--- src/rtl/alu_pkg.sv ---
// Shared definitions for the digit-serial ALU: op codes, FSM states and
// the operand-inversion helper used by both the slice and the sequencer.
package alu_pkg;

    localparam logic [2:0] OP_AND = 3'b000;
    localparam logic [2:0] OP_OR  = 3'b001;
    localparam logic [2:0] OP_ADD = 3'b010;
    localparam logic [2:0] OP_SUB = 3'b011;
    localparam logic [2:0] OP_SLT = 3'b100;
    localparam logic [2:0] OP_NOR = 3'b101;

    typedef enum logic [1:0] {
        ST_IDLE   = 2'b00,
        ST_RUN    = 2'b01,
        ST_FINISH = 2'b10
    } state_t;

    function automatic logic needs_invert(input logic [2:0] op);
        return (op == OP_SUB) || (op == OP_SLT);
    endfunction

endpackage

--- src/rtl/alu_digit.sv ---
// Combinational DIGIT-bit ALU slice: ripple adder with optional b inversion
// plus bitwise ops; exposes the carry into its top bit for overflow detection.
module alu_digit
    import alu_pkg::*;
#(
    parameter int DIGIT = 1
) (
    input  logic [DIGIT-1:0] i_a,
    input  logic [DIGIT-1:0] i_b,
    input  logic             i_invert_b,
    input  logic             i_cin,
    input  logic [2:0]       i_op,
    output logic [DIGIT-1:0] o_res,
    output logic             o_cout,
    output logic             o_msb_cin
);

    // Ripple carry chain and per-op result selection.
    always_comb begin : p_slice
        logic [DIGIT-1:0] bx;
        logic [DIGIT:0]   c;
        bx    = i_invert_b ? ~i_b : i_b;
        c     = '0;
        c[0]  = i_cin;
        o_res = '0;
        for (int i = 0; i < DIGIT; i++) begin
            c[i+1] = (i_a[i] & bx[i]) | (c[i] & (i_a[i] ^ bx[i]));
        end
        o_cout    = c[DIGIT];
        o_msb_cin = c[DIGIT-1];
        case (i_op)
            OP_AND:                 o_res = i_a & i_b;
            OP_OR:                  o_res = i_a | i_b;
            OP_NOR:                 o_res = ~(i_a | i_b);
            OP_ADD, OP_SUB, OP_SLT: o_res = i_a ^ bx ^ c[DIGIT-1:0];
            default:                o_res = '0;
        endcase
    end

endmodule

--- src/rtl/serial_alu.sv ---
// Digit-serial ALU: one shared DIGIT-bit slice iterated N = WIDTH/DIGIT times
// with a registered carry; start/done handshake, flags valid with done.
module serial_alu
    import alu_pkg::*;
#(
    parameter int WIDTH = 32,
    parameter int DIGIT = 1
) (
    input  logic             i_clk,
    input  logic             i_rst_n,
    input  logic             i_start,
    input  logic [2:0]       i_operation,
    input  logic [WIDTH-1:0] i_a,
    input  logic [WIDTH-1:0] i_b,
    output logic             o_ready,
    output logic             o_done,
    output logic [WIDTH-1:0] o_result,
    output logic             o_zero,
    output logic             o_carry,
    output logic             o_overflow
);

    localparam int N  = WIDTH / DIGIT;
    localparam int CW = (N > 1) ? $clog2(N) : 1;

    generate
        if ((DIGIT < 1) || (DIGIT > WIDTH) || ((WIDTH % DIGIT) != 0)) begin : g_bad_params
            $error("serial_alu: WIDTH must be a positive multiple of DIGIT");
        end
    endgenerate

    state_t           r_state;
    state_t           w_state_nxt;
    logic [WIDTH-1:0] r_a;
    logic [WIDTH-1:0] r_b;
    logic [2:0]       r_op;
    logic [WIDTH-1:0] r_res_sh;
    logic [CW-1:0]    r_cnt;
    logic             r_cy;
    logic             r_msb_cin;
    logic             r_ready;
    logic             r_done;
    logic [WIDTH-1:0] r_result;
    logic             r_zero;
    logic             r_carry;
    logic             r_ovf;

    logic [DIGIT-1:0]       w_slice_res;
    logic                   w_slice_cout;
    logic                   w_slice_msb_cin;
    logic                   w_last;
    logic [WIDTH+DIGIT-1:0] w_cat;
    logic [WIDTH-1:0]       w_fin_res;
    logic                   w_fin_zero;
    logic                   w_fin_carry;
    logic                   w_fin_ovf;

    assign w_last = (r_cnt == CW'(N - 1));
    assign w_cat  = {w_slice_res, r_res_sh};

    alu_digit #(.DIGIT(DIGIT)) u_digit (
        .i_a        (r_a[DIGIT-1:0]),
        .i_b        (r_b[DIGIT-1:0]),
        .i_invert_b (needs_invert(r_op)),
        .i_cin      (r_cy),
        .i_op       (r_op),
        .o_res      (w_slice_res),
        .o_cout     (w_slice_cout),
        .o_msb_cin  (w_slice_msb_cin)
    );

    // FSM state register.
    always_ff @(posedge i_clk or negedge i_rst_n) begin
        if (!i_rst_n) begin
            r_state <= ST_IDLE;
        end else begin
            r_state <= w_state_nxt;
        end
    end

    // FSM next-state decode.
    always_comb begin
        w_state_nxt = r_state;
        case (r_state)
            ST_IDLE: begin
                if (i_start) begin
                    w_state_nxt = ST_RUN;
                end else begin
                    w_state_nxt = ST_IDLE;
                end
            end
            ST_RUN: begin
                if (w_last) begin
                    w_state_nxt = ST_FINISH;
                end else begin
                    w_state_nxt = ST_RUN;
                end
            end
            ST_FINISH: w_state_nxt = ST_IDLE;
            default:   w_state_nxt = ST_IDLE;
        endcase
    end

    // Operand capture and digit-serial datapath.
    always_ff @(posedge i_clk or negedge i_rst_n) begin
        if (!i_rst_n) begin
            r_a       <= '0;
            r_b       <= '0;
            r_op      <= 3'b000;
            r_res_sh  <= '0;
            r_cnt     <= '0;
            r_cy      <= 1'b0;
            r_msb_cin <= 1'b0;
        end else begin
            case (r_state)
                ST_IDLE: begin
                    if (i_start) begin
                        r_a   <= i_a;
                        r_b   <= i_b;
                        r_op  <= i_operation;
                        r_cnt <= '0;
                        r_cy  <= needs_invert(i_operation);
                    end
                end
                ST_RUN: begin
                    r_res_sh <= w_cat[WIDTH+DIGIT-1:DIGIT];
                    r_cy     <= w_slice_cout;
                    r_a      <= r_a >> DIGIT;
                    r_b      <= r_b >> DIGIT;
                    r_cnt    <= r_cnt + CW'(1);
                    if (w_last) begin
                        r_msb_cin <= w_slice_msb_cin;
                    end
                end
                default: begin
                end
            endcase
        end
    end

    // Final result and flag formation; r_cy holds the MSB carry-out here.
    always_comb begin
        w_fin_res   = r_res_sh;
        w_fin_carry = r_cy;
        w_fin_ovf   = r_msb_cin ^ r_cy;
        case (r_op)
            OP_ADD, OP_SUB: begin
                w_fin_res = r_res_sh;
            end
            OP_SLT: begin
                w_fin_res = WIDTH'(r_res_sh[WIDTH-1] ^ r_msb_cin ^ r_cy);
            end
            OP_AND, OP_OR, OP_NOR: begin
                w_fin_carry = 1'b0;
                w_fin_ovf   = 1'b0;
            end
            default: begin
                w_fin_res   = '0;
                w_fin_carry = 1'b0;
                w_fin_ovf   = 1'b0;
            end
        endcase
        w_fin_zero = (w_fin_res == '0);
    end

    // Registered outputs; result and flags only change in FINISH.
    always_ff @(posedge i_clk or negedge i_rst_n) begin
        if (!i_rst_n) begin
            r_ready  <= 1'b1;
            r_done   <= 1'b0;
            r_result <= '0;
            r_zero   <= 1'b0;
            r_carry  <= 1'b0;
            r_ovf    <= 1'b0;
        end else begin
            r_ready <= (w_state_nxt == ST_IDLE);
            r_done  <= (r_state == ST_FINISH);
            if (r_state == ST_FINISH) begin
                r_result <= w_fin_res;
                r_zero   <= w_fin_zero;
                r_carry  <= w_fin_carry;
                r_ovf    <= w_fin_ovf;
            end
        end
    end

    assign o_ready    = r_ready;
    assign o_done     = r_done;
    assign o_result   = r_result;
    assign o_zero     = r_zero;
    assign o_carry    = r_carry;
    assign o_overflow = r_ovf;

endmodule

--- config.mk ---
export PLATFORM = sky130hd
export DESIGN_NAME = serial_alu
export DESIGN_NICKNAME = d
export VERILOG_FILES = /design/src/rtl/alu_pkg.sv /design/src/rtl/alu_digit.sv /design/src/rtl/serial_alu.sv
export SDC_FILE = /design/constraint.sdc
export NUM_CORES = 1
export LEC_CHECK = 0
export ABC_CLOCK_PERIOD_IN_PS = 4000
export BUFFER_PORTS_ARGS = -buffer_cell sky130_fd_sc_hd__buf_2
export CORE_ASPECT_RATIO = 0.7
export CORE_MARGIN = 1.5
export CORE_UTILIZATION = 28
export CTS_CLUSTER_DIAMETER = 200
export DETAILED_ROUTE_END_ITERATION = 10
export GPL_ROUTABILITY_DRIVEN = 0
export SETUP_SLACK_MARGIN = 0.15
export SYNTH_ARGS = -nofsm -noshare
export SYNTH_HDL_FRONTEND = slang
export SYNTH_SLANG_ARGS = --single-unit
--- constraint.sdc ---
create_clock -name i_clk -period 4 [get_ports i_clk]
set_input_delay 0.4 -clock i_clk [delete_from_list [all_inputs] [get_ports i_clk]]
set_output_delay 0.4 -clock i_clk [all_outputs]
set_load 0.005 [all_outputs]
==> impl_metrics.env <==
export IMPL_start_kind="flop"
export IMPL_fp_dieW_um=188
export IMPL_io_pins=107
export IMPL_yosys_area_top_type_share_pct=54.0
export IMPL_hold_viol_final=0
export IMPL_grt_first_pass_wirelength_um=28200
export IMPL_grt_total_usage_pct=14.4
export IMPL_ir_worst_vdd_mv=0.268
export IMPL_crit_fanout=38
export IMPL_arrival_ns=2.62
export IMPL_ys_seq_area_share_pct=54.4
export IMPL_synth_distinct_cells=38
export IMPL_required_ns=4.36
export IMPL_synthFlopType="dfrtp_1"
export IMPL_h_tree_depth=4
export IMPL_cts_sinks=145
export IMPL_fp_dieH_um=132
export IMPL_setup_tns_ns=0
export IMPL_rsz0062_at_grt="false"
export IMPL_wl_per_cell_um=15.4
export IMPL_cts_max_path_buffers=2
export IMPL_ys_seq_elements=145
export IMPL_drt_total_wl_um=17500
export IMPL_maxCapViolCount=0
export IMPL_dp_cells=1102
export IMPL_ys_async_sr_fraction_pct=100
export IMPL_end_kind="flop"
export IMPL_multiInputGateArea_um2=2770
export IMPL_worst_pin_slew_ns=1.07
export IMPL_netlist_top_cell_by_area="dfrtp_1"
export IMPL_critical_path_top_delay_family="buffers and inverters"
export IMPL_nNetsFinal=876
export IMPL_core_area_um2=23500
export IMPL_skew_ns=0.0119
export IMPL_avgSynthCellArea_um2=9.26
export IMPL_slew_headroom_pct=28.5
export IMPL_timing_fmax_mhz=442
export IMPL_grt_start_max_net_pins=86
export IMPL_numCtsBuffers=17
export IMPL_timing_hold_ws_ns=0.0199
export IMPL_grt_pass1_vias=5088
export IMPL_start_util_pct=28.4
export IMPL_synth_area_leaders="dfrtp_1 (54%), nand2_1 (9.3%), a22oi_1 (7.0%)"
export IMPL_clk_pin_slew_worst_paths_ns=0.07
export IMPL_vias=5387
export IMPL_grt_overflow=0
export IMPL_hpwl_um=11100
export IMPL_setup_viol=0
export IMPL_vias_per_cell=4.75
export IMPL_period_minus_slack_ns=2.26
export IMPL_powerDensity_nw_per_um2=636
export IMPL_fp_dieArea_um2=24800
export IMPL_initialDrtViolationCount=407
export IMPL_syn_to_final_growth_pct=20.1
export IMPL_antenna_found_initial=3
export IMPL_finalCritPeriodShare_pct=56.6
export IMPL_clockRootBuffer="clkbuf_16"
export IMPL_final_cells=1135
export IMPL_drv_slew=0
export IMPL_synth_edff_count=0
export IMPL_synthesis_instances=721
export IMPL_synth_area_um2=6680
export IMPL_n_fill_cell=2434
export IMPL_area_sequential_um2=3630
export IMPL_hold_class="input pin to async pin"
export IMPL_place_area_um2=7440
export IMPL_cts_hold_buffers=0
export IMPL_worst_path_max_delay_cell="inv_1"
export IMPL_io_buffers=106
export IMPL_critical_path_buf_inv_count=2
export IMPL_fp_row_count=47
export IMPL_layout_commonest_cell="nand2_1"
export IMPL_post_cts_buffers=0
export IMPL_drive_above_1_share_pct=19.9
export IMPL_status="completed"
export IMPL_syn_num_nets=794
export IMPL_leakagePower_uw=0.00388
export IMPL_cts_resized=0
export IMPL_antenna_left=0
export IMPL_drt_pass1_iter_count=5
export IMPL_critical_path_class="flop to flop"
export IMPL_layout_common_cells="nand2_1 (165), dfrtp_1 (142), buf_2 (105)"
export IMPL_critPathMaxStageDelay_ns=0.83
export IMPL_clk_insertion_delay_late_ns=0.42
export IMPL_path_cells="nand2b_1 > buf_4 > inv_1 > nand3_1 > nand2_1"
export IMPL_design_area_um2=8020
export IMPL_drc=0
export IMPL_yosysWarnings=0
export IMPL_cts_tree="yes"
==> cells by family after synthesis <==
family / Yosys count / synth area share [%]
and+or+nand+nor: 291 / 20.4
AOI/OAI and AO/OA: 216 / 19.0
DFF: 145 / 54.4
buffers and inverters: 60 / 4.46
xor gates and xnor gates: 3 / 0.600
muxes: 3 / 0.506
adders and majority gates: 3 / 0.674
==> sequential cells by signal (all words and copies together) (netlist names), 2 cells and up <==
register and cells:
o_result 32, r_res_sh 32, r_b 32, r_op 3, r_state 2, r_cnt 5
r_a 32
==> worst reg2reg max path: cells and delay by family, from the launching register on <==
kind          cells  cell delay (ns)
buf+inv           2             1.11
flops             1             0.58
simple gates      3             0.52
==> power breakdown <==
part           total [uW]  switching [uW]  internal [uW]  leakage [uW]
sequential           2330             437           1900       0.00193
combinational        1210             676            532       0.00167
clock                1550             676            879      0.000278
==> worst paths after layout <==
path	startpoint	to	slack [ns]	cells past startpoint
max	r_state[0]	o_result[8]	1.74	5
min reg2reg	o_result[21]	o_result[21]	0.46	2
max in group asynchronous	i_rst_n	r_res_sh[26]	2.97	2
max reg2reg	r_state[0]	o_result[8]	1.74	5
min in group i_clk	i_operation[0]	r_op[0]	0.22	3
min	i_rst_n	o_result[10]	0.02	1
==> cells in the mapped netlist (all sizes together) (2+ instances only) <==
master and instances:
o31ai 2, o21ai 74, a22o 4, dfrtp 144, inv 6, nor3 4, clkbuf 16, nor2b 67
buf 38, a22oi 62, nor2 6, ha 2, mux2 3, a21oi 69, nand3 32, nand4 2
nand2 165, nand2b 4, o22ai 2, nor4 7
==> area by class of cell <==
class                           instances  area share, %
Sequential cell                       145           45.3
Inverter                                6          0.281
Clock buffer                           18           5.35
Antenna cell                            1         0.0312
Tap cell                              318           4.96
Multi-Input combinational cell        516           34.5
Timing Repair Buffer                  117           7.72
Clock inverter                         14           1.81
==> through the flow <==
step	worst slack, ns	utilization (%)	total power, uW
after floorplan	1.98	-	3160
after global placement	1.75	31.6	3530
after detailed placement	1.69	31.6	3570
after CTS	1.71	34.1	5150
after global routing	1.57	34.1	5470
final	1.74	34.1	5100
==> layer usage <==
| layer | global-route usage, % | vias up | share of wire [%] |
|---|---|---|---|
| met2 | 18.7 | 115 | 39 |
| met4 | 4.00 | 4 | 0.86 |
| met3 | 4.60 | 17 | 6.0 |
| li1 | - | 2652 | - |
| met1 | 22.3 | 2599 | 54 |
| met5 | 0 | - | 0.15 |
(Power assumes the default switching activity.)
